===== config.mk =====
export PLATFORM = sky130hd
export DESIGN_NAME = led_row_scanner
export DESIGN_NICKNAME = d
export VERILOG_FILES = /design/src/rtl/led_matrix_pkg.sv /design/src/rtl/row_decoder.sv /design/src/rtl/led_row_scanner.sv
export SDC_FILE = /design/constraint.sdc
export NUM_CORES = 1
export LEC_CHECK = 0
export CAP_MARGIN = 0
export CELL_PAD_IN_SITES_DETAIL_PLACEMENT = 2
export CELL_PAD_IN_SITES_GLOBAL_PLACEMENT = 2
export CORE_ASPECT_RATIO = 1.1
export CORE_MARGIN = 8
export CORE_UTILIZATION = 27
export CTS_BUF_LIST = sky130_fd_sc_hd__clkbuf_16
export DETAILED_ROUTE_END_ITERATION = 10
export PLACE_DENSITY_LB_ADDON = 0.05
export SYNTH_ARGS = -nofsm -noshare
export SYNTH_HDL_FRONTEND = slang
export SYNTH_SLANG_ARGS = --single-unit

===== constraint.sdc =====
create_clock -name clk -period 1.8 [get_ports clk]
set_input_delay 0.27 -clock clk [delete_from_list [all_inputs] [get_ports clk]]
set_output_delay 0.27 -clock clk [all_outputs]
set_load 0.03 [all_outputs]

===== src/rtl/led_matrix_pkg.sv =====
// Shared scan-state enumeration and default geometry for the LED matrix scanner.
// The BLANK state exists only when SCAN_GHOST_BLANK_EN is defined.
package led_matrix_pkg;

   localparam int DEF_ROWS  = 8;
   localparam int DEF_COLS  = 8;
   localparam int DEF_DWELL = 2;

`ifdef SCAN_GHOST_BLANK_EN
   typedef enum logic [1:0] {
      FETCH = 2'd0,
      BLANK = 2'd1,
      SHOW  = 2'd2
   } scan_state_t;
`else
   typedef enum logic [1:0] {
      FETCH = 2'd0,
      SHOW  = 2'd2
   } scan_state_t;
`endif

endpackage


===== src/rtl/row_decoder.sv =====
// Binary row address to one-hot, active-high row drive; all zeros when en_i is low.
module row_decoder #(
   parameter int ROWS = 8,
   parameter int AW   = 3
) (
   input  logic [AW-1:0]   addr_i,
   input  logic            en_i,
   output logic [ROWS-1:0] sel_o
);

   genvar gi;
   generate
      for (gi = 0; gi < ROWS; gi++) begin : g_sel
         assign sel_o[gi] = en_i && (addr_i == AW'(gi));
      end
   endgenerate

endmodule


===== src/rtl/led_row_scanner.sv =====
// Multiplexed LED row scanner: fetch a row from the frame store, show it for DWELL ticks.
// Define SCAN_GHOST_BLANK_EN to insert a one-tick BLANK between fetch and show.
module led_row_scanner
   import led_matrix_pkg::*;
#(
   parameter int ROWS  = DEF_ROWS,
   parameter int COLS  = DEF_COLS,
   parameter int DWELL = DEF_DWELL
) (
   input  logic                    clk,
   input  logic                    rst,
   input  logic                    tickIn,
   input  logic                    scanEn,
   output logic                    rowReq,
   output logic [$clog2(ROWS)-1:0] rowAddr,
   input  logic [COLS-1:0]         rowData,
   input  logic                    rowValid,
   output logic [ROWS-1:0]         rowSel,
   output logic [COLS-1:0]         colOut,
   output logic                    frameDone
);

   localparam int              AW         = $clog2(ROWS);
   localparam logic [AW-1:0]   LAST_ROW   = AW'(ROWS - 1);
   localparam logic [3:0]      DWELL_LAST = 4'(DWELL - 1);

   scan_state_t     state_q;
   logic [AW-1:0]   addr_q;
   logic            req_q;
   logic [ROWS-1:0] sel_q;
   logic [COLS-1:0] colout_q;
   logic            done_q;
   logic [3:0]      dwell_q;
   logic            enter_show;
   logic [ROWS-1:0] sel_d;

`ifdef SCAN_GHOST_BLANK_EN
   // Fetched data waits here while the rows are dark.
   logic [COLS-1:0] col_q;
   assign enter_show = (state_q == BLANK) && tickIn;
`else
   assign enter_show = (state_q == FETCH) && rowValid;
`endif

   row_decoder #(
      .ROWS (ROWS),
      .AW   (AW)
   ) u_row_decoder (
      .addr_i (addr_q),
      .en_i   (enter_show),
      .sel_o  (sel_d)
   );

   always_ff @(posedge clk or posedge rst) begin
      if (rst) begin
         state_q  <= FETCH;
         addr_q   <= '0;
         req_q    <= 1'b0;
         sel_q    <= '0;
         colout_q <= '0;
         done_q   <= 1'b0;
         dwell_q  <= '0;
`ifdef SCAN_GHOST_BLANK_EN
         col_q    <= '0;
`endif
      end else begin
         done_q <= 1'b0;
         if (!scanEn) begin
            state_q  <= FETCH;
            addr_q   <= '0;
            req_q    <= 1'b0;
            sel_q    <= '0;
            colout_q <= '0;
            dwell_q  <= '0;
         end else begin
            case (state_q)
               FETCH: begin
                  if (rowValid) begin
                     req_q <= 1'b0;
`ifdef SCAN_GHOST_BLANK_EN
                     col_q   <= rowData;
                     state_q <= BLANK;
`else
                     colout_q <= rowData;
                     sel_q    <= sel_d;
                     dwell_q  <= '0;
                     state_q  <= SHOW;
`endif
                  end else begin
                     req_q <= 1'b1;
                  end
               end
`ifdef SCAN_GHOST_BLANK_EN
               BLANK: begin
                  if (tickIn) begin
                     colout_q <= col_q;
                     sel_q    <= sel_d;
                     dwell_q  <= '0;
                     state_q  <= SHOW;
                  end
               end
`endif
               SHOW: begin
                  if (tickIn) begin
                     if (dwell_q == DWELL_LAST) begin
                        state_q  <= FETCH;
                        req_q    <= 1'b1;
                        sel_q    <= '0;
                        colout_q <= '0;
                        dwell_q  <= '0;
                        if (addr_q == LAST_ROW) begin
                           addr_q <= '0;
                           done_q <= 1'b1;
                        end else begin
                           addr_q <= addr_q + AW'(1);
                        end
                     end else begin
                        dwell_q <= dwell_q + 4'd1;
                     end
                  end
               end
               default: begin
                  state_q  <= FETCH;
                  req_q    <= 1'b0;
                  sel_q    <= '0;
                  colout_q <= '0;
                  dwell_q  <= '0;
               end
            endcase
         end
      end
   end

   assign rowReq    = req_q;
   assign rowAddr   = addr_q;
   assign rowSel    = sel_q;
   assign colOut    = colout_q;
   assign frameDone = done_q;

endmodule

==> key figures <==
Route
  • DRT iter0 DRCs: 12
  • Uppermost layer routed: met4
  • DRT antenna net count: 0
  • DR vias/cell: 4.93
  • Metal-1 WL: 1400 um
  • WL met2: 1570 um
  • Vias: 972
  • Total wire length: 3200 um
  • Pre-antenna DRT Iters: 4
  • WL/cell: 16.2 um
  • Drt drc: 0
  • Metal3 WL: 208 um

Synthesis
  • Cell with the most instances after synthesis: dfrtp_1
  • Post-synthesis instance total: 99
  • Post-synthesis sequential area ratio: 54.6%
  • Main flop type after synthesis: dfrtp_1
  • Syn avg cell area: 12.0 um2
  • Yosys reg bits: 26
  • Simple-Gate Fraction of Synth Area: 10.7%
  • Async S/R FF share, synth: 100%
  • Compound-Gate Fraction of Synth Area: 19.9%
  • Synth area leaders: dfrtp_1, a22o_1, ha_1
  • Synth unique cells: 29
  • EDFF count, synth: 0
  • Post-synth top cells: dfrtp_1, a22o_1, inv_1
  • Main combinational cell family by area after synthesis: compound AO/OA/AOI/OAI gates
  • Synth area leader: dfrtp_1
  • XOR/XNOR Fraction of Synth Area: 0%
  • Syn Std Cell Area: 0.00119 mm2
  • Synth Warn #: 0
  • Synth top area share: 54.6%
  • Syn_nets: 120
  • Post-synthesis mux area share: 0%
  • Post-synthesis adder-cell area fraction: 8.40%

Clock tree
  • Root buffer cell: clkbuf_16
  • Clk sinks: 26
  • Clock Pin Slew Worst Setup and Hold Paths: 0.06 ns
  • Clock buffer depth: 2
  • CTS tree: done
  • H-tree lvl count: 1
  • Insertion delay to the later sink of the worst-skew pair: 0.25 ns
  • CTS Buf Count: 3
  • Post-CTS Setup Inserts: 0
  • Hold_buf cts: 0

Global route
  • Initial antenna violation count: 0
  • Grt ovf: 0
  • GRT Total Usage: 9.74%
  • Vias in the first global route: 1046
  • Global-route wire length before repair: 5290 um
  • Pin count of the biggest net entering global routing: 27

Worst setup path
  • Reg2Reg Depth: 5
  • Nature of the critical path startpoint: flop
  • Maximum fanout along the worst path: 16
  • Arr. time, crit path: 1.85 ns
  • WS Path Type: flop to flop
  • WP data required: 1.94 ns
  • CP endpoint kind: flop

Timing
  • # setup viols final: 0
  • Max_slew headroom: 46.4%
  • Minimum clock period: 1.71 ns
  • Final Max Slew Viols: 0
  • Setup Skew: 0.00303 ns
  • Worst-Margin Slew: 0.801 ns
  • Fmax: 584 MHz
  • Final Worst Setup Slack: 0.0875 ns
  • RSZ-0062 raised after global routing: false
  • Worst hold slack: 0.378 ns
  • Final Hold Viols: 0
  • Final critical-path share of the clock period: 95.1%

Floorplan
  • Initial Util: 27.8%
  • Chip height: 85.7 um
  • Number of placed I/O pins: 34
  • Core Area: 0.00429 mm2
  • Row cnt: 25
  • Chip Width: 79.3 um
  • Die area: 0.00680 mm2

Finish
  • Ant diodes: 0
  • Share of cells above drive strength 1: 11.9%
  • Cell area after layout: 0.00173 mm2
  • Area Overhead vs Synth: 45.1%
  • Fillcell total: 447
  • Final net count: 165
  • Fin util: 40.3%

Placement
  • DP HPWL: 2510 um
  • Buffers added on ports: 33
  • Dpl ws: -0.0935 ns
  • Gpl congestion: 0.804
  • Placed inst area: 0.00164 mm2

Pwr
  • PD cells: 764 mW/mm2
  • Lkg Pwr: 0.769 nW
  • Maximum vdd drop: 0.000299 V
  • Total power draw: 1.32 mW

Flow run
  • Max cap viols: 0

Status
  • Status: complete, no violations

Hold path
  • Worst hold path class: input pin to async pin
==> timing repair <==
item | 4_1_cts | 5_1_grt
setup endpoints to repair | 0 | 2
gates resized for setup | 0 | 2
hold endpoints to repair | 0 | 0
==> registers in the layout, summed over array words and instances, names as in the netlist <==
signal	cells
colOut	8
rowSel	8
dwell_q	4
rowAddr	3
frameDone	1
rowReq	1
state_q	1
==> routing by layer <==
layer,vias to the layer above,GRT usage (%)
li1,458,-
met1,491,12.0
met3,2,2.51
met5,-,0
met4,0,3.54
met2,21,15.8
==> cell type report <==
cell class | count | area (um2) | area share [%]
inverter | 9 | 33.8 | 1.96
clock buffer | 3 | 75.1 | 4.34
multi-input combinational | 59 | 474 | 27.4
tap | 54 | 67.6 | 3.91
clock inverter | 1 | 3.75 | 0.217
timing repair buffer | 45 | 423 | 24.5
sequential | 26 | 651 | 37.7
==> power by group <==
| part | total, mW | switching, mW | internal (mW) |
|---|---|---|---|
| sequential | 0.618 | 0.0121 | 0.606 |
| clock | 0.484 | 0.187 | 0.297 |
| combinational | 0.218 | 0.118 | 0.100 |
==> kinds of logic after synthesis <==
group                    count (synthesis)
AO/OA/AOI/OAI                           30
adder cells (fa/ha/maj)                  8
buffers and inverters                   14
flip-flops                              26
AND/OR/NAND/NOR                         21
==> final timing paths <==
kind | startpoint | to | slack [ns]
min in group clk | rowSel[5] | rowSel[5] | 0.49
max in group asynchronous | rst | rowSel[0] | 1.16
setup / recovery | dwell_q[1] | rowSel[0] | 0.09
setup reg to reg | dwell_q[1] | rowSel[0] | 0.09
hold reg to reg | rowSel[5] | rowSel[5] | 0.49
hold / removal | rst | dwell_q[2] | 0.38
==> layout by cell type (no fill, tap or decap), drive strengths merged <==
cell type / netlist / routed
o211ai: 1 / 1
o311a: 1 / 1
nand3: 3 / 3
clkbuf: 1 / 3
a32oi: 1 / 1
clkinv: 0 / 1
dlymetal6s2s: 0 / 1
and4bb: 1 / 1
o21ai: 4 / 4
nand4bb: 1 / 1
nor3: 2 / 2
nand2b: 1 / 1
or3b: 1 / 1
o2bb2ai: 1 / 1
ha: 8 / 8
inv: 9 / 9
or2: 1 / 1
buf: 4 / 12
or4: 1 / 1
dfrtp: 26 / 26
nor2: 1 / 1
a311oi: 1 / 1
a21oi: 4 / 4
and2: 1 / 1
a22o: 12 / 12
clkdlybuf4s50: 0 / 32
a32o: 4 / 4
nand2: 4 / 4
o22ai: 1 / 1
nand4: 4 / 4
==> worst max-delay path, cell delays in order, from the launching register on <==
cell and delay [ns]:
dfrtp_1 0.38, inv_1 0.06, ha_1 0.16, or3b_1 0.40, a32o_4 0.36, a22o_1 0.25
==> stage by stage <==
| stage | instances | setup TNS [ns] |
|---|---|---|
| finish | 197 | 0 |
| CTS | 197 | 0 |
| global route | 197 | 0 |
| floorplan | 99 | 0 |
| detailed placement | 193 | -0.918 |
| global placement | 193 | -0.206 |
No activity file was read; power rests on OpenSTA's default activity.
